===== src/rtl/det_event_window_counter.sv =====
// Windowed match counter: counts detector pulses in fixed windows opened by a match.
// Optional start timestamp per report when DET_WINDOW_TIMESTAMP_EN is defined.
module det_event_window_counter #(
    parameter int WINDOW_LEN = 10,
    parameter int CNT_W      = 4,
    parameter int THRESH     = 3,
    parameter int TOTAL_W    = 16
) (
    input  logic               clk,
    input  logic               rst,
    input  logic               det_in,
    input  logic               clear,
    output logic [CNT_W-1:0]   win_count,
    output logic [TOTAL_W-1:0] total_count,
    output logic               alarm,
    output logic               rpt_valid,
    input  logic               rpt_ready,
    output logic [CNT_W-1:0]   rpt_data,
    output logic               rpt_ovf
`ifdef DET_WINDOW_TIMESTAMP_EN
    ,
    output logic [31:0]        rpt_ts
`endif
);

    localparam int CYC_W = $clog2(WINDOW_LEN);
    localparam logic [CYC_W-1:0]   LAST    = CYC_W'(WINDOW_LEN - 1);
    localparam logic [CNT_W-1:0]   CNT_MAX = '1;
    localparam logic [TOTAL_W-1:0] TOT_MAX = '1;

    typedef enum logic {
        IDLE,
        COUNT
    } state_t;

    state_t             state_q, state_d;
    logic [CYC_W-1:0]   cyc_q, cyc_d;
    logic [CNT_W-1:0]   win_q, win_d;
    logic [TOTAL_W-1:0] total_q, total_d;
    logic [CNT_W-1:0]   rpt_data_q, rpt_data_d;
    logic               rpt_valid_q, rpt_valid_d;
    logic               ovf_q, ovf_d;
    logic               alarm_q, alarm_d;
    logic [CNT_W-1:0]   win_inc;
    logic               trigger;
    logic               close;

    assign win_inc = (win_q == CNT_MAX) ? win_q : win_q + CNT_W'(det_in);

    always_comb begin
        state_d     = state_q;
        cyc_d       = cyc_q;
        win_d       = win_q;
        total_d     = total_q;
        rpt_data_d  = rpt_data_q;
        rpt_valid_d = rpt_valid_q & ~rpt_ready;
        ovf_d       = ovf_q;
        alarm_d     = alarm_q;
        trigger     = 1'b0;
        close       = 1'b0;

        if (det_in && total_q != TOT_MAX)
            total_d = total_q + TOTAL_W'(1);

        unique case (state_q)
            IDLE: begin
                if (det_in) begin
                    trigger = 1'b1;
                    state_d = COUNT;
                    cyc_d   = CYC_W'(1);
                    win_d   = CNT_W'(1);
                end
            end
            COUNT: begin
                if (cyc_q == LAST) begin
                    close = 1'b1;
                    state_d = IDLE;
                    cyc_d   = '0;
                    win_d   = '0;
                end else begin
                    cyc_d = cyc_q + CYC_W'(1);
                    win_d = win_inc;
                end
            end
            default: state_d = IDLE;
        endcase

        // A close overrides any same-edge transfer; overrun only if nothing drained it.
        if (close) begin
            rpt_data_d  = win_inc;
            rpt_valid_d = 1'b1;
            ovf_d       = ovf_q | (rpt_valid_q & ~rpt_ready);
            alarm_d     = alarm_q | (win_inc >= CNT_W'(THRESH));
        end
    end

    always_ff @(posedge clk) begin
        if (rst || clear) begin
            state_q     <= IDLE;
            cyc_q       <= '0;
            win_q       <= '0;
            total_q     <= '0;
            rpt_data_q  <= '0;
            rpt_valid_q <= 1'b0;
            ovf_q       <= 1'b0;
            alarm_q     <= 1'b0;
        end else begin
            state_q     <= state_d;
            cyc_q       <= cyc_d;
            win_q       <= win_d;
            total_q     <= total_d;
            rpt_data_q  <= rpt_data_d;
            rpt_valid_q <= rpt_valid_d;
            ovf_q       <= ovf_d;
            alarm_q     <= alarm_d;
        end
    end

`ifdef DET_WINDOW_TIMESTAMP_EN
    logic [31:0] ts_q;
    logic [31:0] start_q;
    logic [31:0] rpt_ts_q;

    always_ff @(posedge clk) begin
        if (rst || clear) begin
            ts_q     <= '0;
            start_q  <= '0;
            rpt_ts_q <= '0;
        end else begin
            ts_q <= ts_q + 32'd1;
            if (trigger)
                start_q <= ts_q;
            if (close)
                rpt_ts_q <= start_q;
        end
    end

    assign rpt_ts = rpt_ts_q;
`endif

    assign win_count   = win_q;
    assign total_count = total_q;
    assign alarm       = alarm_q;
    assign rpt_valid   = rpt_valid_q;
    assign rpt_data    = rpt_data_q;
    assign rpt_ovf     = ovf_q;

endmodule


===== config.mk =====
export PLATFORM = sky130hd
export DESIGN_NAME = det_event_window_counter
export DESIGN_NICKNAME = d
export VERILOG_FILES = /design/src/rtl/det_event_window_counter.sv
export SDC_FILE = /design/constraint.sdc
export NUM_CORES = 1
export LEC_CHECK = 0
export ABC_AREA = 1
export CORE_UTILIZATION = 51
export CTS_CLUSTER_SIZE = 14
export DETAILED_ROUTE_END_ITERATION = 7
export PLACE_DENSITY = 0.79
export SYNTH_ARGS = -nofsm -noshare
export SYNTH_HDL_FRONTEND = slang
export SYNTH_SLANG_ARGS = --single-unit

===== constraint.sdc =====
create_clock -name clk -period 1.81 [get_ports clk]
set_input_delay 0.2715 -clock clk [delete_from_list [all_inputs] [get_ports clk]]
set_output_delay 0.2715 -clock clk [all_outputs]
set_load 0.02 [all_outputs]

# == Word level (Yosys, flattened, before mapping) ==
# Index checks and enable logic that the tools add are counted.
# word_totals
regBits,32
# op_classes
addsub,3
magnitude_cmp,1
n_eq_ne,4
n_mux,12
bitwise,5
n_reduce_logical,2
# op_table
op,n
$add A16 B1 Y16 const B,1
$mux W4,4
$ne A16 B16 Y1 const B,1
$pmux W4 S2,2
$eq A4 B4 Y1 const B,2
$mux W1,5
$add A4 B1 Y4,1
$add A4 B1 Y4 const B,1
$ge A4 B2 Y1 const B,1
$ne A2 B2 Y1 const B,1
$not A1 Y1,2
$or A1 B1 Y1,2
$pmux W1 S2,1
$and A1 B1 Y1,1
$logic_and A1 B1 Y1,1
$logic_or A1 B1 Y1,1

# == Logic depth before layout (Yosys ltp) ==
# logic_depth
ltp_word,4
ltp_mapped,10
ltp_nobuf,10

# == Least setup slack after synthesis ==
# No wires, ideal clock.
# synth_timing
path_kind,register -> register
startpoint,reg total_q[0] (netlist: total_count[0])
endpoint,reg total_q[11] (netlist: total_count[11])
arrival_time_ns,1.502
required_time_ns,1.678
setup_slack_ns,0.175
stages_incl_launch_ff,10
path_buffers,1
cell_sequence,dfxtp_1 > ha_1 > nand2_1 > nor2_2 > nand2_2 > nor2_2 > nor2_4 > buf_6 > nand2_1 > a21oi_1
# synth_between
elab_chain_len,2
elab_cells_between_ends,3
classes_between,1 x add/sub; 1 x eq/ne; 1 x reduce/logical
# synth_lines
element,line_no,source
start: declaration,39,"logic [TOTAL_W-1:0] total_q, total_d;"
start signal: assignment,111,total_q <= total_d;
branches (longest 2 deep; another with $add A16 B1 Y16),-,
# Parallel ways; which one is timed is not known.
# A chain may end at the register's enable or synchronous reset.

# == Worst setup path after layout ==
# layout_timing
startpoint,reg total_q[2] (netlist: total_count[2])
endpoint,out total_count[2]
# layout_rtl
element,line_no,source
end: declaration,14,"output logic [TOTAL_W-1:0] total_count,"
# No word-level cell between the ends.

==> results.sh <==
export IMPL_hold_violations=0
export IMPL_fp_dieW_um=58.39
export IMPL_path_cells="clkdlybuf4s50_1"
export IMPL_synth_area_top_cells="dfxtp_1 (40%), nand2_1 (16%), nor2_1 (7.9%), a21oi_1 (5.2%), inv_1 (4.9%)"
export IMPL_ant_nets=0
export IMPL_path_max_fanout=7
export IMPL_portBuffers=31
export IMPL_power_leakage_nw=0.7951
export IMPL_worstSetupPathType="flip-flop to primary output"
export IMPL_drcViolationCount=0
export IMPL_cts_root_buf="clkbuf_4"
export IMPL_grt_max_degree=12
export IMPL_wl_per_cell_um=10.91
export IMPL_max_freq_mhz=582.8
export IMPL_core_area_um2=3028
export IMPL_area_growth_syn_to_layout_pct=29.09
export IMPL_grt_remaining_overflow=0
export IMPL_grt_pass1_vias=1396
export IMPL_synth_seq_cells=32
export IMPL_post_cts_resized=0
export IMPL_htreeDepth=2
export IMPL_vias=1604
export IMPL_synthDistinctLibCells=27
export IMPL_grt_antenna_before_repair=0
export IMPL_path_clk_slew_ns=0.10
export IMPL_status="complete, no violations"
export IMPL_power_per_cell_area_nw_per_um2=591.6
export IMPL_rsz0062_at_grt="no"
export IMPL_die_area_um2=3409
export IMPL_min_delay_path_class="flip-flop to flip-flop"
export IMPL_critPathLaunchType="flip-flop"
export IMPL_ir_worst_vdd_mv=0.4614
export IMPL_drive_gt1_frac=0.08571
export IMPL_cp_slowest_stage_delay_ns=0.65
export IMPL_worst_slew_pin_slew_ns=0.4483
export IMPL_cts_buffers=5
export IMPL_critPathCaptureType="primary output"
export IMPL_die_h_um=58.39
export IMPL_synth_top_area_cell="dfxtp_1"
export IMPL_finalSetupTns_ns=0
export IMPL_synthCells=235
export IMPL_insertedDiodeCount=0
export IMPL_period_share=0.9480
export IMPL_fin_crit_ns=1.716
export IMPL_gp_congestion=0.8224
export IMPL_post_cts_setup_buffers=0
export IMPL_drtPass1Iterations=4
export IMPL_io_pins=32
export IMPL_grt_pass1_wl_um=5871
export IMPL_initial_core_util=0.5355
export IMPL_synth_nets=245
export IMPL_clk_latency_ns=0.34
export IMPL_avgSynthCellArea_um2=6.900
export IMPL_hold_buffers=0
export IMPL_pre_cts_ws_ns=0.06984
export IMPL_critical_path_buf_inv_count=1
export IMPL_wirelength_um=3535
export IMPL_yosysSeqAreaShare=0.3951
export IMPL_setup_viol=0
export IMPL_setup_ws_ns=0.09421
export IMPL_cts_tree="yes"
export IMPL_syn_cell_area_um2=1622
export IMPL_clk_path_buf_depth=2
export IMPL_cts_sinks=32
export IMPL_routed_via_density=4.951
export IMPL_ys_warn_count=0
export IMPL_arrival_ns=1.44
export IMPL_slew_headroom=0.7001
export IMPL_report_final_slew_viol_count=0
export IMPL_dp_hpwl_um=2574
export IMPL_rows=20
export IMPL_synth_top_area_frac=0.3951
export IMPL_grtUsageTotal=0.2281
export IMPL_cp_slowest_cell="clkdlybuf4s50_1"
export IMPL_final_setup_skew_ns=0.004218
export IMPL_cp_data_required_time_ns=1.54
export IMPL_nets=289
export IMPL_cp_top_family="buffers and inverters"
export IMPL_drv_cap=0
export IMPL_first_iter_violations=64
flip-flops by register name, summed over array words and instances, names as in the netlist:
name	flops
rpt_data	4
cyc_q	4
rpt_valid	1
win_count	4
alarm	1
rpt_ovf	1
total_count	16
state_q	1
worst register-to-register path: stages, from the launching register on:
cell and delay (ns):
dfxtp_1 0.35, ha_1 0.21, nand2_1 0.08, nor2_2 0.15, nand2_2 0.11, nor2_2 0.16
nor2_4 0.04, buf_4 0.17, nand2_1 0.06, nand2_1 0.05, inv_1 0.04, nor2_1 0.03
per-layer routing:
metal	wire [µm]	part of all wire	vias up	track usage
met3	127	0.036	5	0.03956
met4	46	0.013	0	0.1088
li1	-	-	848	-
met1	1657	0.47	722	0.2710
met2	1704	0.48	29	0.3990
met5	0	0	-	0
final cells by class:
cell class                      instances  area (µm²)
Sequential cell                        32       640.6
Timing Repair Buffer                   40       377.9
Multi-Input combinational cell        178       878.3
Clock buffer                            8       58.81
Tap cell                               44       55.05
Inverter                               22       82.58
Fill cell                             283       934.6
metrics by stage:
| step | area, µm² | total power, mW | hold WS, ns | cells | util |
|---|---|---|---|---|---|
| 3_5_place_dp | 2034 | 0.8206 | 0.4492 | 316 | 0.6719 |
| 3_3_place_gp | 2034 | 0.8191 | 0.4482 | 316 | 0.6719 |
| 6_report | 2093 | 1.238 | 0.4744 | 324 | 0.6913 |
| 4_1_cts | 2093 | 1.248 | 0.4739 | 324 | 0.6913 |
| 5_1_grt | 2093 | 1.290 | 0.5040 | 324 | 0.6913 |
| 2_1_floorplan | 1622 | 0.7787 | 0.4615 | 235 | - |
cell usage after synthesis (all sizes together):
cell    instances
o21bai          1
clkbuf          1
o21ai          10
xor2            5
o211ai          1
dfxtp          32
ha              5
a221oi          1
nor3            2
nand4           5
clkinv          1
nand3b          1
inv            21
buf             2
a21oi          18
nand2          72
nor3b           1
xnor2           2
a211oi          2
nor2           39
nand3          13
cell usage in the layout (no fill, tap or decap), drive strengths merged, types with 2 or more instances in the layout:
master / Yosys / layout
a211oi: 2 / 2
a21oi: 18 / 18
clkbuf: 1 / 8
clkdlybuf4s50: 0 / 31
nand4: 5 / 5
xor2: 5 / 5
dfxtp: 32 / 32
nand3: 13 / 13
o21ai: 10 / 10
buf: 2 / 9
xnor2: 2 / 2
inv: 21 / 21
ha: 5 / 5
nor3: 2 / 2
nand2: 72 / 72
nor2: 39 / 39
where the power goes:
group | leakage, nW | total (mW) | switching, mW | internal [mW]
Clock | 0.0326 | 0.434 | 0.243 | 0.192
Sequential | 0.258 | 0.715 | 0.00606 | 0.709
Combinational | 0.504 | 0.0894 | 0.0520 | 0.0374
Total | 0.795 | 1.24 | 0.301 | 0.938
cell families after synthesis:
| family | synth area share |
|---|---|
| compound gates | 0.1196 |
| xor+xnor | 0.03781 |
| fa+ha+maj | 0.03858 |
| buf+inv | 0.06327 |
| flops | 0.3951 |
| simple gates | 0.3457 |
path summary, 6_finish.rpt:
kind                                               endpoint  cells after the start                   startpoint  slack [ns]
worst max-delay path                         total_count[2]                      1  total_count[2]$_SDFFE_PP0P_        0.09
worst min-delay path               rpt_data[3]$_SDFFE_PP0P_                      2     rpt_data[3]$_SDFFE_PP0P_        0.47
worst max register to register  total_count[7]$_SDFFE_PP0P_                     11  total_count[1]$_SDFFE_PP0P_        0.25
worst min register to register     rpt_data[3]$_SDFFE_PP0P_                      2     rpt_data[3]$_SDFFE_PP0P_        0.47
No activity file was read; power rests on OpenSTA's default activity.
